### config.mk
export PLATFORM = sky130hd
export DESIGN_NAME = sysctrl_gen
export DESIGN_NICKNAME = d
export VERILOG_FILES = /design/src/rtl/sysctrl_gen.sv
export SDC_FILE = /design/constraint.sdc
export NUM_CORES = 1
export LEC_CHECK = 0
export BUFFER_PORTS_ARGS = -buffer_cell sky130_fd_sc_hd__clkbuf_2
export CORE_MARGIN = 1
export CORE_UTILIZATION = 57
export DETAILED_ROUTE_END_ITERATION = 8
export PLACE_DENSITY = 0.84
export SYNTH_ARGS = -nofsm -noshare
export SYNTH_HDL_FRONTEND = slang
export SYNTH_SLANG_ARGS = --single-unit
### constraint.sdc
create_clock -name clk -period 5.98 [get_ports clk]
set_input_delay 1.196 -clock clk [delete_from_list [all_inputs] [get_ports clk]]
set_output_delay 1.196 -clock clk [all_outputs]
set_load 0.02 [all_outputs]
### src/rtl/sysctrl_gen.sv
// MCU system-control slave: decodes the MCU command/data byte stream into LEDs, RGB colour,
// a flat config register file and edge-latched interrupt pending bits. SYSCTRL_READBACK_EN enables CMD 6 config readback.
module sysctrl_gen #(
    parameter logic [7:0]           CORE_ID     = 8'h02,
    parameter int unsigned          NUM_LEDS    = 2,
    parameter int unsigned          NUM_BUTTONS = 2,
    parameter int unsigned          NUM_CFG     = 32,
    parameter logic [7:0]           CFG_BASE    = 8'h41,
    parameter logic [8*NUM_CFG-1:0] CFG_DEFAULT = '0,
    parameter int unsigned          INT_CH      = 8,
    localparam int unsigned         CFG_AW      = (NUM_CFG > 1) ? $clog2(NUM_CFG) : 1
) (
    input  logic                   clk,
    input  logic                   reset_n,
    input  logic                   data_in_strobe,
    input  logic                   data_in_start,
    input  logic [7:0]             data_in,
    output logic [7:0]             data_out,
    output logic                   int_out_n,
    input  logic [INT_CH-1:0]      int_in,
    output logic [INT_CH-1:0]      int_ack,
    input  logic [NUM_BUTTONS-1:0] buttons,
    output logic [NUM_LEDS-1:0]    leds,
    output logic [23:0]            color,
    output logic [8*NUM_CFG-1:0]   cfg_vec,
    output logic                   cfg_wr_strobe,
    output logic [CFG_AW-1:0]      cfg_wr_index
);

    localparam logic [7:0] CMD_STATUS = 8'd0;
    localparam logic [7:0] CMD_LEDS   = 8'd1;
    localparam logic [7:0] CMD_COLOR  = 8'd2;
    localparam logic [7:0] CMD_BTNS   = 8'd3;
    localparam logic [7:0] CMD_CFGWR  = 8'd4;
    localparam logic [7:0] CMD_INT    = 8'd5;
    localparam logic [7:0] CMD_CFGRD  = 8'd6;
    localparam logic [3:0] STATE_MAX  = 4'd15;

    logic [3:0]             state_q, state_d;
    logic [7:0]             cmd_q, cmd_d;
    logic [7:0]             ptr_q, ptr_d;
    logic [7:0]             data_out_q, data_out_d;
    logic [NUM_LEDS-1:0]    leds_q, leds_d;
    logic [23:0]            color_q, color_d;
    logic [8*NUM_CFG-1:0]   cfg_q, cfg_d;
    logic                   cfg_wr_strobe_q, cfg_wr_strobe_d;
    logic [CFG_AW-1:0]      cfg_wr_index_q, cfg_wr_index_d;
    logic [INT_CH-1:0]      int_ack_q, int_ack_d;
    logic [INT_CH-1:0]      pending_q, pending_d;
    logic [INT_CH-1:0]      int_in_q, int_in_d;
    logic                   int_out_n_q, int_out_n_d;

    logic [7:0]             idx;
    logic [INT_CH-1:0]      rise;
    logic [INT_CH-1:0]      clr;
    logic [7:0]             rev;

    function automatic logic [7:0] rev8(input logic [7:0] b);
        logic [7:0] r;
        for (int i = 0; i < 8; i++) begin
            r[i] = b[7-i];
        end
        return r;
    endfunction

    // Byte decode, config writes and interrupt pending update
    always_comb begin
        state_d         = state_q;
        cmd_d           = cmd_q;
        ptr_d           = ptr_q;
        data_out_d      = data_out_q;
        leds_d          = leds_q;
        color_d         = color_q;
        cfg_d           = cfg_q;
        cfg_wr_strobe_d = 1'b0;
        cfg_wr_index_d  = cfg_wr_index_q;
        int_ack_d       = '0;
        clr             = '0;
        idx             = ptr_q - CFG_BASE;
        rev             = rev8(data_in);
        rise            = int_in & ~int_in_q;
        rise[0]         = 1'b0;

        if (data_in_strobe) begin
            if (data_in_start) begin
                cmd_d   = data_in;
                state_d = 4'd1;
            end else if (state_q != 4'd0) begin
                case (cmd_q)
                    CMD_STATUS: begin
                        case (state_q)
                            4'd1:    data_out_d = 8'h5C;
                            4'd2:    data_out_d = 8'h42;
                            4'd3:    data_out_d = CORE_ID;
                            4'd4:    data_out_d = 8'(NUM_CFG);
                            default: ;
                        endcase
                    end
                    CMD_LEDS: begin
                        if (state_q == 4'd1) begin
                            leds_d = data_in[NUM_LEDS-1:0];
                        end
                    end
                    CMD_COLOR: begin
                        case (state_q)
                            4'd1:    color_d[15:8]  = rev;
                            4'd2:    color_d[7:0]   = rev;
                            4'd3:    color_d[23:16] = rev;
                            default: ;
                        endcase
                    end
                    CMD_BTNS: begin
                        data_out_d = 8'(buttons);
                    end
                    CMD_CFGWR: begin
                        if (state_q == 4'd1) begin
                            ptr_d = data_in;
                        end else begin
                            // Out-of-range slots still advance the pointer
                            if (32'(idx) < NUM_CFG) begin
                                for (int i = 0; i < NUM_CFG; i++) begin
                                    if (idx == 8'(i)) begin
                                        cfg_d[8*i +: 8] = data_in;
                                    end
                                end
                                cfg_wr_strobe_d = 1'b1;
                                cfg_wr_index_d  = CFG_AW'(idx);
                            end
                            ptr_d = ptr_q + 8'd1;
                        end
                    end
                    CMD_INT: begin
                        data_out_d = 8'(pending_q);
                        if (state_q == 4'd1) begin
                            clr       = data_in[INT_CH-1:0];
                            int_ack_d = data_in[INT_CH-1:0];
                        end
                    end
`ifdef SYSCTRL_READBACK_EN
                    CMD_CFGRD: begin
                        if (state_q == 4'd1) begin
                            ptr_d = data_in;
                        end else begin
                            data_out_d = 8'h00;
                            for (int i = 0; i < NUM_CFG; i++) begin
                                if (idx == 8'(i)) begin
                                    data_out_d = cfg_q[8*i +: 8];
                                end
                            end
                            ptr_d = ptr_q + 8'd1;
                        end
                    end
`else
                    CMD_CFGRD: ;
`endif
                    default: ;
                endcase
                if (state_q != STATE_MAX) begin
                    state_d = state_q + 4'd1;
                end
            end
        end

        // A new rising edge beats a simultaneous ack clear
        pending_d   = (pending_q & ~clr) | rise;
        int_in_d    = int_in;
        int_out_n_d = ~|pending_d;
    end

    always_ff @(posedge clk) begin
        if (!reset_n) begin
            state_q         <= '0;
            cmd_q           <= '0;
            ptr_q           <= '0;
            data_out_q      <= '0;
            leds_q          <= '0;
            color_q         <= '0;
            cfg_q           <= CFG_DEFAULT;
            cfg_wr_strobe_q <= 1'b0;
            cfg_wr_index_q  <= '0;
            int_ack_q       <= '0;
            pending_q       <= INT_CH'(1);
            int_in_q        <= '0;
            int_out_n_q     <= 1'b0;
        end else begin
            state_q         <= state_d;
            cmd_q           <= cmd_d;
            ptr_q           <= ptr_d;
            data_out_q      <= data_out_d;
            leds_q          <= leds_d;
            color_q         <= color_d;
            cfg_q           <= cfg_d;
            cfg_wr_strobe_q <= cfg_wr_strobe_d;
            cfg_wr_index_q  <= cfg_wr_index_d;
            int_ack_q       <= int_ack_d;
            pending_q       <= pending_d;
            int_in_q        <= int_in_d;
            int_out_n_q     <= int_out_n_d;
        end
    end

    assign data_out      = data_out_q;
    assign int_out_n     = int_out_n_q;
    assign int_ack       = int_ack_q;
    assign leds          = leds_q;
    assign color         = color_q;
    assign cfg_vec       = cfg_q;
    assign cfg_wr_strobe = cfg_wr_strobe_q;
    assign cfg_wr_index  = cfg_wr_index_q;

endmodule

== Word level (Yosys, flattened, before mapping) ==
Index checks and enable logic that the tools add are counted.

* Bitwise logic cells: 11
* Add/sub/neg operators: 3
* Multiplexer cells: 12
* Equal/unequal tests: 42
* Reduce and logical (&&, ||, !) cells: 50
* Magnitude comparators: 1

{| class="wikitable"
|+ Operators by type and width
! cell !! number
|-
| AND reduction 7 bit || 32
|-
| == test 8 x 5 -> 1 bit, second input constant || 16
|-
| == test 8 x 4 -> 1 bit, second input constant || 8
|-
| == test 8 x 3 -> 1 bit, second input constant || 6
|-
| two-way mux 8 bit || 6
|-
| == test 8 x 2 -> 1 bit, second input constant || 4
|-
| case mux 8 bit (4 select lines) || 1
|-
| AND reduction 5 bit || 5
|-
| case mux 8 bit (3 select lines) || 1
|-
| AND 8 bit || 2
|-
| == test 8 x 1 -> 1 bit, second input constant || 2
|-
| logical NOT 8 bit || 2
|-
| inverter 8 bit || 2
|-
| two-way mux 4 bit || 3
|-
| adder 8 x 1 -> 8 bit, second input constant || 1
|-
| == test 4 x 2 -> 1 bit, second input constant || 2
|-
| less-than comparator 8 x 6 -> 1 bit, second input constant || 1
|-
| bitwise OR 8 bit || 1
|-
| OR reduction 8 bit || 1
|-
| subtractor 8 x 7 -> 8 bit, second input constant || 1
|-
| inverter 1 bit || 6
|-
| AND reduction 6 bit || 1
|-
| OR reduction 6 bit || 1
|-
| inequality test 5 bit, second input constant || 1
|-
| 12 further kinds || 13
|}

* Input port bits: 22
* Output and inout bits: 305
* Register bits after elaboration: 341
* Word-level logic and storage cells: 165

== Depth between registers and ports, before layout ==
Gate-level depths: netlist of the first run.

* Word-level depth: 11
* Gate-level depth with buffers: 10
* Depth with buffers taken out: 7

== Worst setup path after synthesis of the first run ==
Ideal clock, no wire load.

* Path type: input to register
* Start: input data_in_start
* End: register cfg_q[112], in the netlist cfg_vec[112]
* Path buffers: 1
* Cell stages on the path: 6
* Required time: 5.847 ns
* Slack: 3.147 ns
* Library setup time: 0.133 ns
* Arrival: 2.701 ns
* Cell sequence: nand4bb_1 > a21oi_4 > nand3_4 > or3_1 > buf_4 > mux2i_1

* Longest elaborated chain between the ends: 2

{| class="wikitable"
|+ RTL lines
! what !! RTL line !! text
|-
| start: declaration || 16 || <nowiki>input logic data_in_start,</nowiki>
|-
| inverter 1 bit (no source line) || - ||
|-
| AND reduction 7 bit (no source line) || - ||
|-
| end signal: assignment || 192 || <nowiki>cfg_q <= cfg_d;</nowiki>
|-
| end: declaration || 45 || <nowiki>logic [8*NUM_CFG-1:0] cfg_q, cfg_d;</nowiki>
|}

No other way between the ends.
A chain may end at the register's enable or synchronous reset.

== Final worst setup path of the first run ==
* Start: register ptr_q[0]
* End: register cfg_q[195], in the netlist cfg_vec[195]

* Longest elaborated chain between the ends: 3
* Elaborated cells on any way between the ends: 4
* Classes of those cells: add/sub (1); order compare (1); eq/ne (1); reduce/logical (1)

{| class="wikitable"
|+ RTL lines
! what !! RTL line !! text
|-
| start: declaration || 41 || <nowiki>logic [7:0] ptr_q, ptr_d;</nowiki>
|-
| start signal: assignment || 188 || <nowiki>ptr_q <= ptr_d;</nowiki>
|-
| subtractor 8 x 7 -> 8 bit * || 79 || <nowiki>idx = ptr_q - CFG_BASE;</nowiki>
|-
| via idx[0] || 53 || <nowiki>logic [7:0] idx;</nowiki>
|-
| less-than comparator 8 x 6 -> 1 bit / == test 8 x 5 -> 1 bit (equally long branches) || 120, 122 ||
|-
| AND reduction 7 bit (no source line) * || - ||
|}

Mark *: on every way through the listed nets, which the timed path passes. The rest lies on a longest branch.

==> qor.csv, run 1 <==
stage;metric;value;unit
final_layout;Final nets;1637;
final_layout;number of fill cells;1729;
synth;cell taking the most area after synthesis;dfxtp_1;
place;GPL Wtd Cong;0.890;
detailed_routing;Iter 0 DRT Violations;865;
timing;TNS Setup;0;ps
min_path;HP Start;cmd_q[5]$_SDFFE_PN0P_;
detailed_routing;DR WL/cell;18.9;um
timing;Final Skew;15.8;ps
timing;Final min period;3490;ps
synth;Ys Warns;0;
timing;relative max-transition margin;32.2;%
die;Die H;156;um
setup_path;CP Capture Type;flop;
setup_path;R2R Path End;cfg_vec[195]$_SDFFE_PN0P_;
cts;CTS resizes;0;
timing;Worst-Margin Slew;1020;ps
die;Chip Width;156;um
pwr;pwr dens;278;nW/um^2
timing;Max Clock Freq;0.286;GHz
setup_path;Worst R2R Setup Slack;2490;ps
timing;final hold vios;0;
final_layout;design area;16200;um^2
die;Die Area;24200;um^2
final_layout;most frequent cells in the layout;340 x dfxtp_1, 324 x clkbuf_2, 306 x nand2_1;
final_layout;# diodes;0;
final_layout;share of layout cells above drive strength 1;26.4;%
grt;total congestion overflow;0;
grt;first-pass GRT wire length;56900;um
timing;crit share post-route;58.4;%
cts;Clock Latency Late Sink;510;ps
cts;CTS H-Tree Depth;2;
cts;hold_buf cts;0;
synth;synthesized flop and latch total;340;
grt;largest net degree at the start of global routing;140;
cts;TritonCTS clock tree;yes;
setup_path;Worst R2R Start;ptr_q[0]$_SDFFE_PN0P_;
run;Max-cap violations;0;
synth;sequential-to-total area share from yosys stat;50.6;%
min_path;worst hold stages;2;
min_path;WHS Endpoint;cmd_q[5]$_SDFFE_PN0P_;
final_layout;synthesis-to-layout area growth;20.6;%
synth;Synth Area per Inst;10.1;um^2
die;initial core utilization;58.7;%
synth;Netlist cell types;68;
timing;final setup violation count;0;
cts;clock tree buffer depth;3;
place;buffers added on ports;325;
synth;Post-Syn Area;13400;um^2
cts;Worst-path clk slew;60;ps
synth;EDFF count, synth;0;
setup_path;worst-path fanout max;14;
synth;Post-Synthesis Cells;1327;
synth;share of the synthesized area in the top cell type;50.6;%
final_layout;Finished Core Util;70.8;%
detailed_routing;DRT Pass-1 Iters;5;
synth;ys flop type;dfxtp_1;
final_layout;commonest non-fill, non-tap cell in the layout;dfxtp_1;
detailed_routing;antenna viol nets, final;0;
cts;cts bufs inserted;35;
detailed_routing;DRC errors left;0;
run_status;outcome;finished, final reports clean;
synth;net count after synthesis;1359;
synth;FFs w/ async S/R, synth;0;%
grt;initial antenna violation count;0;
detailed_routing;via count;10800;
detailed_routing;drt total wl;36700;um
timing;unrepaired setup endpoints after global routing;no;
pwr;Lkg Pwr;7.51;nW
timing;Final Max Tran Viols;0;
setup_path;reg2reg path depth;7;
pwr;Peak VDD IR;0.000219;V
detailed_routing;Via-to-Cell Ratio;5.54;
setup_path;beginning of the critical path;ptr_q[0]$_SDFFE_PN0P_;
setup_path;Worst Path Arrival;3910;ps
setup_path;critical path launch point type;flop;
die;row count;55;
grt;vias in the first global route;10500;
cts;clock root cell;clkbuf_16;
cts;postcts setup bufs;0;
place;HPWL Detailed;24100;um
setup_path;critical path class;flop to flop;
synth;top cells by area, synth;dfxtp_1 51%, mux2i_1 21%, nand2_1 8.5%, nor3_4 2.4%, clkbuf_1 2.1%;
min_path;hold crit path type;flop to flop;
place;Placed Area;15200;um^2
setup_path;CP Data Required Time;6400;ps
die;IO Count;327;
cts;Clock Sinks;340;
die;core area;22900;um^2
grt;total track usage;29.8;%
cell families (layout without fill, tap and decap cells):
group,count (synthesis),in the layout,synth area share [%]
compound gates,89,89,4.69
xor+xnor,7,7,0.512
fa+ha+maj,10,10,0.930
buf+inv,106,407,3.45
flops,340,340,50.6
mux,287,287,21.4
simple gates,488,488,18.4
stage by stage:
step,hold WS (ps),worst slack [ps],total power (W),cells
2_1_floorplan,431,3150,0.00245,1327
3_3_place_gp,441,2570,0.00250,1881
3_5_place_dp,444,2510,0.00250,1881
4_1_cts,452,2510,0.00453,1941
5_1_grt,467,2150,0.00463,1941
6_report,451,2490,0.00451,1941
flip-flops by register name (all words and copies together) (netlist names):
register       flops
cfg_vec          256
color             24
cmd_q              8
data_out           8
int_ack            8
pending_q          8
ptr_q              8
int_in_q           7
cfg_wr_index       5
state_q            4
leds               2
cfg_wr_strobe      1
int_out_n          1
cell type report:
| type | count | area [um^2] | area share, % |
|---|---|---|---|
| repair buffers | 339 | 1740 | 10.7 |
| multi-input cells | 881 | 6180 | 38.1 |
| flip-flops and latches | 340 | 6810 | 42.0 |
| clock inverters | 8 | 83.8 | 0.517 |
| well taps | 313 | 392 | 2.41 |
| clock buffers | 52 | 981 | 6.05 |
| inverters | 8 | 30.0 | 0.185 |
report_power, final:
group / switching (W) / leakage [nW] / internal (W)
Sequential: 0.0000103 / 2.74 / 0.00228
Combinational: 0.000131 / 4.25 / 0.0000403
Clock: 0.000873 / 0.520 / 0.00118
Total: 0.00101 / 7.51 / 0.00350
cell usage after synthesis, drive strengths merged (9+ instances only):
| cell type | number |
|---|---|
| dfxtp | 340 |
| nand2 | 306 |
| mux2i | 287 |
| clkbuf | 76 |
| nor2 | 51 |
| a21oi | 38 |
| nor3 | 31 |
| buf | 22 |
| nand3 | 13 |
| and2 | 10 |
| ha | 10 |
| o21ai | 10 |
| or3 | 10 |
| and3 | 9 |
| nand2b | 9 |
critical path, cell delays in order, from the launching register on:
cell       delay [ps]
dfxtp_1           630
inv_1             170
ha_1              410
nor3_1            200
mux2i_1           120
o22ai_1           800
nand4bb_1         710
mux2i_1           340
how the worst max path moves through the flow:
stage	depth (start not counted)	to	slack, ps
after global placement	6	cfg_vec[195]$_SDFFE_PN0P_	2570
after CTS	7	cfg_vec[195]$_SDFFE_PN0P_	2510
after detailed placement	6	cfg_vec[195]$_SDFFE_PN0P_	2510
final	7	cfg_vec[195]$_SDFFE_PN0P_	2490
after global routing	7	cfg_vec[210]$_SDFFE_PN0P_	2150
after floorplan	6	cfg_vec[112]$_SDFFE_PN0P_	3150
per-layer routing:
layer  share of wire, %  GRT usage, %  up-vias
met5                  0             0        -
met3                7.5          7.31      107
met2                 48          50.5      418
li1                   -             -     5060
met4                4.1          13.0        0
met1                 40          35.9     5166
No activity file was read; power rests on OpenSTA's default activity.
==> run 2: changes to the inputs <==
--- a/config.mk
+++ b/config.mk
@@ -7,9 +7,9 @@
 export LEC_CHECK = 0
 export BUFFER_PORTS_ARGS = -buffer_cell sky130_fd_sc_hd__clkbuf_2
 export CORE_MARGIN = 1
-export CORE_UTILIZATION = 57
+export CORE_UTILIZATION = 53
 export DETAILED_ROUTE_END_ITERATION = 8
-export PLACE_DENSITY = 0.84
+export PLACE_DENSITY = 0.79
 export SYNTH_ARGS = -nofsm -noshare
 export SYNTH_HDL_FRONTEND = slang
 export SYNTH_SLANG_ARGS = --single-unit
==> constraint.sdc (replaced) <==
create_clock -name clk -period 3.34 [get_ports clk]
set_input_delay 0.668 -clock clk [delete_from_list [all_inputs] [get_ports clk]]
set_output_delay 0.668 -clock clk [all_outputs]
set_load 0.02 [all_outputs]
==> run 2 against run 1 <==
Die area increased by 7.4%; critical path depth increased by 2; sequential cell count unchanged; first-iteration DRC count shrank 13%; hold slack worse by 73 ps; clock skew up 4.5 ps; critical endpoint unchanged; global-route usage decreased by 1.9 points.
==> qor.csv, run 2 (synthesized netlist as in run 1, its figures left out) <==
stage;metric;value;unit;change
setup_path;Worst R2R Start;ptr_q[0]$_SDFFE_PN0P_;;
timing;Final Skew;20.3;ps;+4.54 ps
place;pre-CTS worst setup slack;408;ps;-2110 ps
final_layout;max FFs per register;256;;unchanged
pwr;Tot Pwr;0.00850;W;+88%
place;GPL Wtd Cong;0.865;;-2.8%
cts;Clock Sinks;340;;unchanged
timing;unrepaired setup endpoints after global routing;no;;
detailed_routing;via count;10600;;-1.0%
final_layout;Multi-input gate area;6190;um^2;about the same
grt;total track usage;27.9;%;-1.9 points
cts;TritonCTS clock tree;yes;;
die;Die H;161;um;+3.7%
detailed_routing;drt total wl;36700;um;about the same
timing;Worst-Margin Slew;965;ps;-52.1 ps
setup_path;reg2reg path depth;9;;+2
min_path;hold crit path type;primary input to flop;;
die;Die Area;26000;um^2;+7.4%
timing;Final Max Tran Viols;0;;unchanged
die;initial core utilization;54.7;%;-4.0 points
cts;clock tree buffer depth;3;;unchanged
final_layout;commonest non-fill, non-tap cell in the layout;dfxtp_1;;
timing;Max Clock Freq;0.342;GHz;+19%
min_path;WHS Endpoint;int_in_q[4]$_SDFF_PN0_;;
pwr;Lkg Pwr;7.64;nW;+1.7%
final_layout;share of layout cells above drive strength 1;27.3;%;+0.93 points
setup_path;worst-path fanout max;14;;unchanged
detailed_routing;Via-to-Cell Ratio;5.43;;-1.9%
pwr;Reg power frac;48.1;%;-2.5 points
pwr;logic gate share of total power;3.7;%;about the same
cts;CTS H-Tree Depth;2;;unchanged
setup_path;CP Capture Type;flop;;
place;placed cells;1897;;+0.85%
grt;GRT busiest layer;met2;;
grt;met2 global-route usage;47.3;%;-3.2 points
setup_path;critical path class;flop to flop;;
detailed_routing;antenna viol nets, final;0;;unchanged
detailed_routing;DRT Pass-1 Iters;5;;unchanged
final_layout;total area of sequential cells;6810;um^2;unchanged
setup_path;critical path launch point type;flop;;
min_path;HP Start;int_in[4];;
grt;initial antenna violation count;0;;unchanged
detailed_routing;DR WL/cell;18.7;um;-0.84%
grt;total congestion overflow;0;;unchanged
grt;largest net degree at the start of global routing;162;;+16%
place;buffers added on ports;325;;unchanged
timing;Final min period;2930;ps;-567 ps
final_layout;# diodes;0;;unchanged
grt;met3 Use GR;6.78;%;-0.53 points
run;Max-cap violations;0;;unchanged
die;core area;24600;um^2;+7.4%
final_layout;synthesis-to-layout area growth;22.5;%;
timing;crit share post-route;87.6;%;+29 points
final_layout;final std cells w/o fill;1959;;+0.93%
pwr;Clock Power Share;48.2;%;+2.6 points
grt;first-pass GRT wire length;57400;um;+1.0%
pwr;cell-internal power;0.00664;W;+90%
final_layout;Final nets;1642;;+0.31%
grt;vias in the first global route;10500;;-0.067%
run_status;outcome;finished, final reports clean;;
final_layout;number of fill cells;1918;;+11%
timing;final setup violation count;0;;unchanged
setup_path;Worst Path Arrival;3270;ps;-640 ps
cts;clock root cell;clkbuf_16;;
setup_path;CP Data Required Time;3680;ps;-2720 ps
timing;TNS Setup;0;ps;unchanged
place;HPWL Detailed;24400;um;+1.6%
pwr;Peak VDD IR;0.000480;V;+120%
setup_path;Worst R2R Setup Slack;410;ps;-2070 ps
timing;relative max-transition margin;35.5;%;+3.2 points
final_layout;most frequent cells in the layout;340 x dfxtp_1, 324 x clkbuf_2, 305 x nand2_1;;
setup_path;R2R Path End;cfg_vec[195]$_SDFFE_PN0P_;;
cts;Worst-path clk slew;60;ps;about the same
timing;final hold vios;0;;unchanged
die;row count;57;;+3.6%
cts;postcts setup bufs;0;;unchanged
pwr;Sw Pwr;0.00186;W;+83%
detailed_routing;DRC errors left;0;;unchanged
min_path;worst hold stages;2;;unchanged
cts;hold_buf cts;0;;unchanged
pwr;Net Sw Frac;21.9;%;-0.59 points
timing;Setup WS post-layout;414;ps;-2070 ps
grt;met1 Usage GRT;34.4;%;-1.6 points
die;IO Count;327;;unchanged
pwr;pwr dens;516;nW/um^2;+85%
cts;CTS resizes;0;;unchanged
cts;cts bufs inserted;35;;unchanged
cts;Clock Latency Late Sink;520;ps;about the same
detailed_routing;Iter 0 DRT Violations;749;;-13%
die;Chip Width;161;um;+3.7%
## run 2: cell count changes in the layout (fill, tap and decap cells not counted), sizes merged
cell,change
buf,+5
clkbuf,-2
inv,-1
clkinv,+2
bufinv,+3
## run 2: per-stage QoR
step | cell area, um^2 | util (%) | hold WS (ps)
2_1_floorplan | 13400 | - | 431
3_3_place_gp | 15300 | 62.0 | 441
3_5_place_dp | 15300 | 62.0 | 446
4_1_cts | 16500 | 67.0 | 370
5_1_grt | 16500 | 67.0 | 382
6_report | 16500 | 67.0 | 378
## run 2: power by group through the flow
stage | Clock [W] | Combinational [W] | Sequential [W]
finish | 0.00410 | 0.000314 | 0.00409
global route | 0.00430 | 0.000339 | 0.00409
floorplan | 0 | 0.000204 | 0.00417
CTS | 0.00413 | 0.000312 | 0.00409
detailed placement | 0 | 0.000311 | 0.00418
global placement | 0 | 0.000307 | 0.00418
## run 2: layout make-up
class	instances	share of cell area, %
tap	324	2.46
clock inverter	12	1.06
sequential	340	41.3
timing repair buffer	344	11.1
clock buffer	50	6.33
multi-input combinational	881	37.6
inverter	8	0.182
## run 2: worst max path at each step
stage / start / end / slack [ps] / cells after the start
3_3_place_gp: data_in_start / cfg_vec[195]$_SDFFE_PN0P_ / 500 / 7
5_1_grt: ptr_q[0]$_SDFFE_PN0P_ / cfg_vec[195]$_SDFFE_PN0P_ / 110 / 9
2_1_floorplan: ptr_q[0]$_SDFFE_PN0P_ / cfg_vec[72]$_SDFFE_PN0P_ / 1000 / 10
3_5_place_dp: ptr_q[0]$_SDFFE_PN0P_ / cfg_vec[195]$_SDFFE_PN0P_ / 410 / 9
4_1_cts: ptr_q[0]$_SDFFE_PN0P_ / cfg_vec[195]$_SDFFE_PN0P_ / 390 / 9
6_report: ptr_q[0]$_SDFFE_PN0P_ / cfg_vec[195]$_SDFFE_PN0P_ / 410 / 9
## run 2: per-layer routing
layer  up-vias  part of all wire, %
li1       5076                    -
met3        71                  7.2
met1      5132                   41
met2       364                   49
met4         0                  2.7
met5         -                    0
## run 2: critical path: stages, from the launching register on
cell and delay [ps]:
dfxtp_1 640, inv_1 180, ha_1 250, buf_4 180, nor3_1 130, mux2i_1 120
o22ai_1 400, nand4bb_1 420, buf_4 310, mux2i_1 120
